<file path="src/rtl/systolic_feeder.sv">
// systolic_feeder: loads a 2x2 weight matrix into a systolic array, pulses
// the switch, then streams activation vectors with a one-cycle row skew,
// flushes the last row-2 element and drains before signalling done.
// Every sys_* output is a register whose next value is decoded from the
// current state and inputs, so each output appears one cycle after the
// state that produced it.
module systolic_feeder #(
    parameter int DATA_W       = 16,
    parameter int DRAIN_CYCLES = 4
) (
    input  logic              clk,
    input  logic              rst,
    input  logic              cfg_valid,
    output logic              cfg_ready,
    input  logic [DATA_W-1:0] cfg_w11,
    input  logic [DATA_W-1:0] cfg_w12,
    input  logic [DATA_W-1:0] cfg_w21,
    input  logic [DATA_W-1:0] cfg_w22,
    input  logic              in_valid,
    output logic              in_ready,
    input  logic [DATA_W-1:0] in_x1,
    input  logic [DATA_W-1:0] in_x2,
    input  logic              in_last,
    output logic              sys_start,
    output logic              sys_switch_in,
    output logic              sys_accept_w_in,
    output logic [DATA_W-1:0] sys_data_in_11,
    output logic [DATA_W-1:0] sys_data_in_12,
    output logic [DATA_W-1:0] sys_weight_in_11,
    output logic [DATA_W-1:0] sys_weight_in_12,
    output logic              busy,
    output logic              done
);

    localparam int CW = (DRAIN_CYCLES > 1) ? $clog2(DRAIN_CYCLES) : 1;
    localparam logic [CW-1:0] CNT_LAST = CW'(DRAIN_CYCLES - 1);

    typedef enum logic [2:0] {IDLE, LOAD_W, SWITCH, STREAM, FLUSH, DRAIN} state_t;

    state_t            state, state_n;
    logic [1:0]        k, k_n;
    logic [CW-1:0]     cnt, cnt_n;
    logic [DATA_W-1:0] skew, skew_n;
    logic [DATA_W-1:0] w11, w12, w21, w22;

    logic              start_n, switch_n, accept_n, done_n;
    logic [DATA_W-1:0] d11_n, d12_n, wi11_n, wi12_n;

    assign cfg_ready = (state == IDLE);
    assign in_ready  = (state == STREAM);
    assign busy      = (state != IDLE);

    // Next-state and next-output decode; all outputs default to zero.
    always_comb begin
        state_n  = state;
        k_n      = k;
        cnt_n    = cnt;
        skew_n   = '0;
        start_n  = 1'b0;
        switch_n = 1'b0;
        accept_n = 1'b0;
        done_n   = 1'b0;
        d11_n    = '0;
        d12_n    = '0;
        wi11_n   = '0;
        wi12_n   = '0;
        case (state)
            IDLE: begin
                if (cfg_valid) begin
                    state_n = LOAD_W;
                    k_n     = 2'd0;
                end
            end
            LOAD_W: begin
                // Column 2 trails column 1 by one cycle to track the
                // accept_w pipeline inside the array.
                case (k)
                    2'd0: begin
                        accept_n = 1'b1;
                        wi11_n   = w21;
                        k_n      = 2'd1;
                    end
                    2'd1: begin
                        accept_n = 1'b1;
                        wi11_n   = w11;
                        wi12_n   = w22;
                        k_n      = 2'd2;
                    end
                    default: begin
                        wi12_n  = w12;
                        k_n     = 2'd0;
                        state_n = SWITCH;
                    end
                endcase
            end
            SWITCH: begin
                switch_n = 1'b1;
                state_n  = STREAM;
            end
            STREAM: begin
                // Row 2 always shifts, so bubbles keep their alignment.
                d12_n = skew;
                if (in_valid) begin
                    start_n = 1'b1;
                    d11_n   = in_x1;
                    skew_n  = in_x2;
                    if (in_last) state_n = FLUSH;
                end
            end
            FLUSH: begin
                d12_n   = skew;
                cnt_n   = '0;
                state_n = DRAIN;
            end
            DRAIN: begin
                if (cnt == CNT_LAST) begin
                    cnt_n   = '0;
                    done_n  = 1'b1;
                    state_n = IDLE;
                end else begin
                    cnt_n = cnt + 1'b1;
                end
            end
            default: state_n = IDLE;
        endcase
    end

    // Control state, counters, skew register and weight latch.
    always_ff @(posedge clk) begin
        if (rst) begin
            state <= IDLE;
            k     <= '0;
            cnt   <= '0;
            skew  <= '0;
            w11   <= '0;
            w12   <= '0;
            w21   <= '0;
            w22   <= '0;
        end else begin
            state <= state_n;
            k     <= k_n;
            cnt   <= cnt_n;
            skew  <= skew_n;
            if (state == IDLE && cfg_valid) begin
                w11 <= cfg_w11;
                w12 <= cfg_w12;
                w21 <= cfg_w21;
                w22 <= cfg_w22;
            end
        end
    end

    // Registered array-facing outputs and done pulse.
    always_ff @(posedge clk) begin
        if (rst) begin
            sys_start        <= 1'b0;
            sys_switch_in    <= 1'b0;
            sys_accept_w_in  <= 1'b0;
            sys_data_in_11   <= '0;
            sys_data_in_12   <= '0;
            sys_weight_in_11 <= '0;
            sys_weight_in_12 <= '0;
            done             <= 1'b0;
        end else begin
            sys_start        <= start_n;
            sys_switch_in    <= switch_n;
            sys_accept_w_in  <= accept_n;
            sys_data_in_11   <= d11_n;
            sys_data_in_12   <= d12_n;
            sys_weight_in_11 <= wi11_n;
            sys_weight_in_12 <= wi12_n;
            done             <= done_n;
        end
    end

endmodule
</file>
<file path="config.mk">
export PLATFORM = sky130hd
export DESIGN_NAME = systolic_feeder
export DESIGN_NICKNAME = d
export VERILOG_FILES = /design/src/rtl/systolic_feeder.sv
export SDC_FILE = /design/constraint.sdc
export NUM_CORES = 1
export LEC_CHECK = 0
export CAP_MARGIN = 20
export CORE_MARGIN = 5
export CORE_UTILIZATION = 35
export CTS_BUF_LIST = sky130_fd_sc_hd__clkbuf_8
export DETAILED_ROUTE_END_ITERATION = 8
export SLEW_MARGIN = 0
export SYNTH_ARGS = -nofsm -noshare
export SYNTH_HDL_FRONTEND = slang
export SYNTH_SLANG_ARGS = --single-unit
</file>
<file path="constraint.sdc">
create_clock -name clk -period 5 [get_ports clk]
set_input_delay 1 -clock clk [delete_from_list [all_inputs] [get_ports clk]]
set_output_delay 1 -clock clk [all_outputs]
set_load 0.005 [all_outputs]
</file>
==> key figures <==
Run status
  – Run status: complete, no violations

GRT
  – GRT Total Usage: between 10% and 20%
  – Number of global-route vias before repair: about 4.2k
  – GR Overflow Total: 0
  – Initial antenna violation count: 1
  – Pin count of the biggest net entering global routing: 77
  – Global-route wire length before repair: between 20,000 and 25,000 um

STA
  – Hold Vio Cnt, Final: 0
  – TNS Setup: 0 ns
  – Part of the cycle the worst path needs: between 50% and 60%
  – Least-Margin Pin Slew: about 0.82 ns
  – Worst Clk Skew: between 0.005 and 0.006 ns
  – Minimum clock period: between 2 and 3 ns
  – Final Max Tran Viols: 0
  – Setup-failing EPs final: 0
  – Worst setup margin: about 2.1 ns
  – RSZ-0062 raised after global routing: false
  – Hold Slack: between 0.4 and 0.5 ns
  – Fmax: between 300 and 400 MHz
  – Slew margin rel.: 45.4%

Setup path
  – Crit. End Element: primary output
  – CP max FO: 17
  – Crit path required time: ~4.0 ns
  – Crit path DAT: 1.93 ns
  – R2r setup slk: around 2.8 ns
  – RR Endpoint: sys_weight_in_11[4]
  – Reg-to-reg startpoint: state[0]
  – Crit path cell chain: or3_1 > inv_1 > clkdlybuf4s50_1
  – Worst path top cell family by delay: buffers and inverters
  – CP max stage delay: a little under 0.5 ns
  – Buffer and inverter count on the worst path: 2
  – Setup CP Type: reg2out
  – Worst path slowest cell: clkdlybuf4s50_1
  – Crit path launch type: flop
  – R2R depth: 4

Min path
  – Hold EP: sys_data_in_12[6]
  – Hold path start: skew[6]
  – Worst hold-check path type: reg2reg
  – Number of cells on the worst hold path: 1

Finish
  – Share of cells above drive strength 1: under 10%
  – Highest-count cells in the layout ignoring fill and taps: clkdlybuf4s50_1, dfxtp_1, nand2_1, a21oi_1, and2_1
  – Fin nets: around 800
  – Antenna diodes: 0
  – Commonest non-fill, non-tap cell in the layout: clkdlybuf4s50_1
  – Syn-to-layout area delta: 42.7%

Logic synthesis
  – Cell count after synthesis: approximately 540
  – Syn nets: 646
  – Seq cells post-synth: around 160
  – Mapped Avg Cell Area: ~9.5 um2
  – Seq/Total Area, Yosys: approximately three fifths
  – Synth cell types: 33
  – Warnings, synthesis: 0
  – Mapped Area: approximately 0.0052 mm2

Die
  – Core Area: ~0.014 mm2
  – Die W: 131 um
  – DIE AREA: 0.0173 mm2
  – Initial core utilization: between 30% and 40%
  – Die H: roughly 130 um
  – Boundary Pins: 172
  – Row count: 44

Detailed routing
  – Final antenna-violating net count: 0
  – DRT Pass-1 Iters: 4
  – Vias: slightly above 4k
  – Drt initial violations: 263
  – Residual DRC: 0
  – Via density: 4.58
  – Avg WL per Cell: 14.2 um
  – DRT Wirelength: between 10,000 and 15,000 um

Clock network
  – Post-CTS Resized: 0
  – Root buf cell: clkbuf_8
  – CTS tree: built
  – Clk sink count: between 150 and 200
  – H-tree levels: 4
  – Hold buffer count at cts: 0
  – TritonCTS Buffers: 17
  – Setup bufs post-CTS: 0
  – CTS clk-pin slew, worst paths: 0.08 ns
  – Worst skew pair latency: around 0.43 ns
  – Clock tree buffer depth: 2

Place
  – DP Worst Slack: around 2.1 ns
  – Gp weighted congestion: around 0.72
  – DP Wirelength: around 8900 um
  – I/O Buffers: ~170

Pwr
  – Maximum VDD drop: 0.000189 V
  – Leakage power: around 2.7 nW
  – Pwr per Cell Area: around 330 mW/mm2

Run
  – Max-cap violations: 0
-- power by group --
part           switching, mW  leakage (nW)  internal [mW]
registers             0.0295          1.26           1.28
clock network          0.421         0.199          0.455
logic                  0.115          1.25          0.132
-- synthesized netlist by cell type, drive strengths merged --
master	count	share of area [%]
or4b	3	0.65
a32o	1	0.19
nand2b	2	0.24
o31ai	2	0.29
clkbuf	31	2.3
ha	1	0.24
a31oi	1	0.12
nor4b	3	0.51
nand3	2	0.19
or2	1	0.12
nand3b	1	0.15
dfxtp	155	60
nor2	35	3.9
or3	1	0.12
inv	2	0.15
o21ba	1	0.19
nand2	132	9.6
nor3b	3	0.44
a21oi	69	6.7
buf	9	1.5
and3b	1	0.17
nor3	2	0.19
o21bai	1	0.15
mux2i	16	3.1
nor2b	3	0.36
and2	48	5.8
a22oi	17	2.5
a32oi	1	0.17
-- layer usage --
layer  track usage, %  part of all wire (%)  vias to the layer above
met3             7.45                   9.5                       15
met5                0                  0.10                        -
met1             16.9                    43                     1877
met2             22.9                    46                      137
li1                 -                     -                     2076
met4             5.66                   1.3                        2
-- sequential cells by signal (all words and copies together), names as in the netlist --
register          count
skew                 16
sys_data_in_11       16
sys_data_in_12       16
sys_weight_in_11     16
sys_weight_in_12     16
w11                  16
w12                  16
w21                  16
w22                  16
state                 3
cnt                   2
k                     2
done                  1
sys_accept_w_in       1
sys_start             1
sys_switch_in         1
-- worst max-delay path by stage --
stage                    from              endpoint  slack, ns  cells after the start
detailed placement  cfg_valid                w21[3]       2.14                      5
floorplan                 rst  sys_weight_in_11[10]       2.75                      6
finish               state[2]             cfg_ready       2.07                      3
global placement    cfg_valid                w21[6]       2.18                      5
global route         state[1]              in_ready       1.89                      2
CTS                  state[2]             cfg_ready       2.01                      3
-- cell type report --
cell class                      instances  area, um2
Multi-Input combinational cell        347       1870
Clock buffer                           19        262
Clock inverter                         11        105
Fill cell                            1389       7110
Inverter                                2       7.51
Sequential cell                       155       3100
Tap cell                              184        230
Timing Repair Buffer                  178       1790
-- stage by stage --
stage / instances / utilization (%) / instance area (um2) / power (mW)
4_1_cts: 895 / 50.8 / 7350 / 2.47
5_1_grt: 896 / 50.9 / 7370 / 2.55
6_report: 896 / 50.9 / 7370 / 2.43
3_3_place_gp: 863 / 48.0 / 6950 / 1.57
3_5_place_dp: 865 / 48.2 / 6980 / 1.58
2_1_floorplan: 544 / - / 5160 / 1.46
-- cell families after synthesis --
kind of cell             count (synthesis)  synth area share, %
AO/OA/AOI/OAI                           93                 10.3
adder cells (fa/ha/maj)                  1                0.242
buffers and inverters                   42                 3.85
flip-flops                             155                 60.1
multiplexers                            16                 3.10
AND/OR/NAND/NOR                        237                 22.4
No activity file was read; power rests on OpenSTA's default activity.
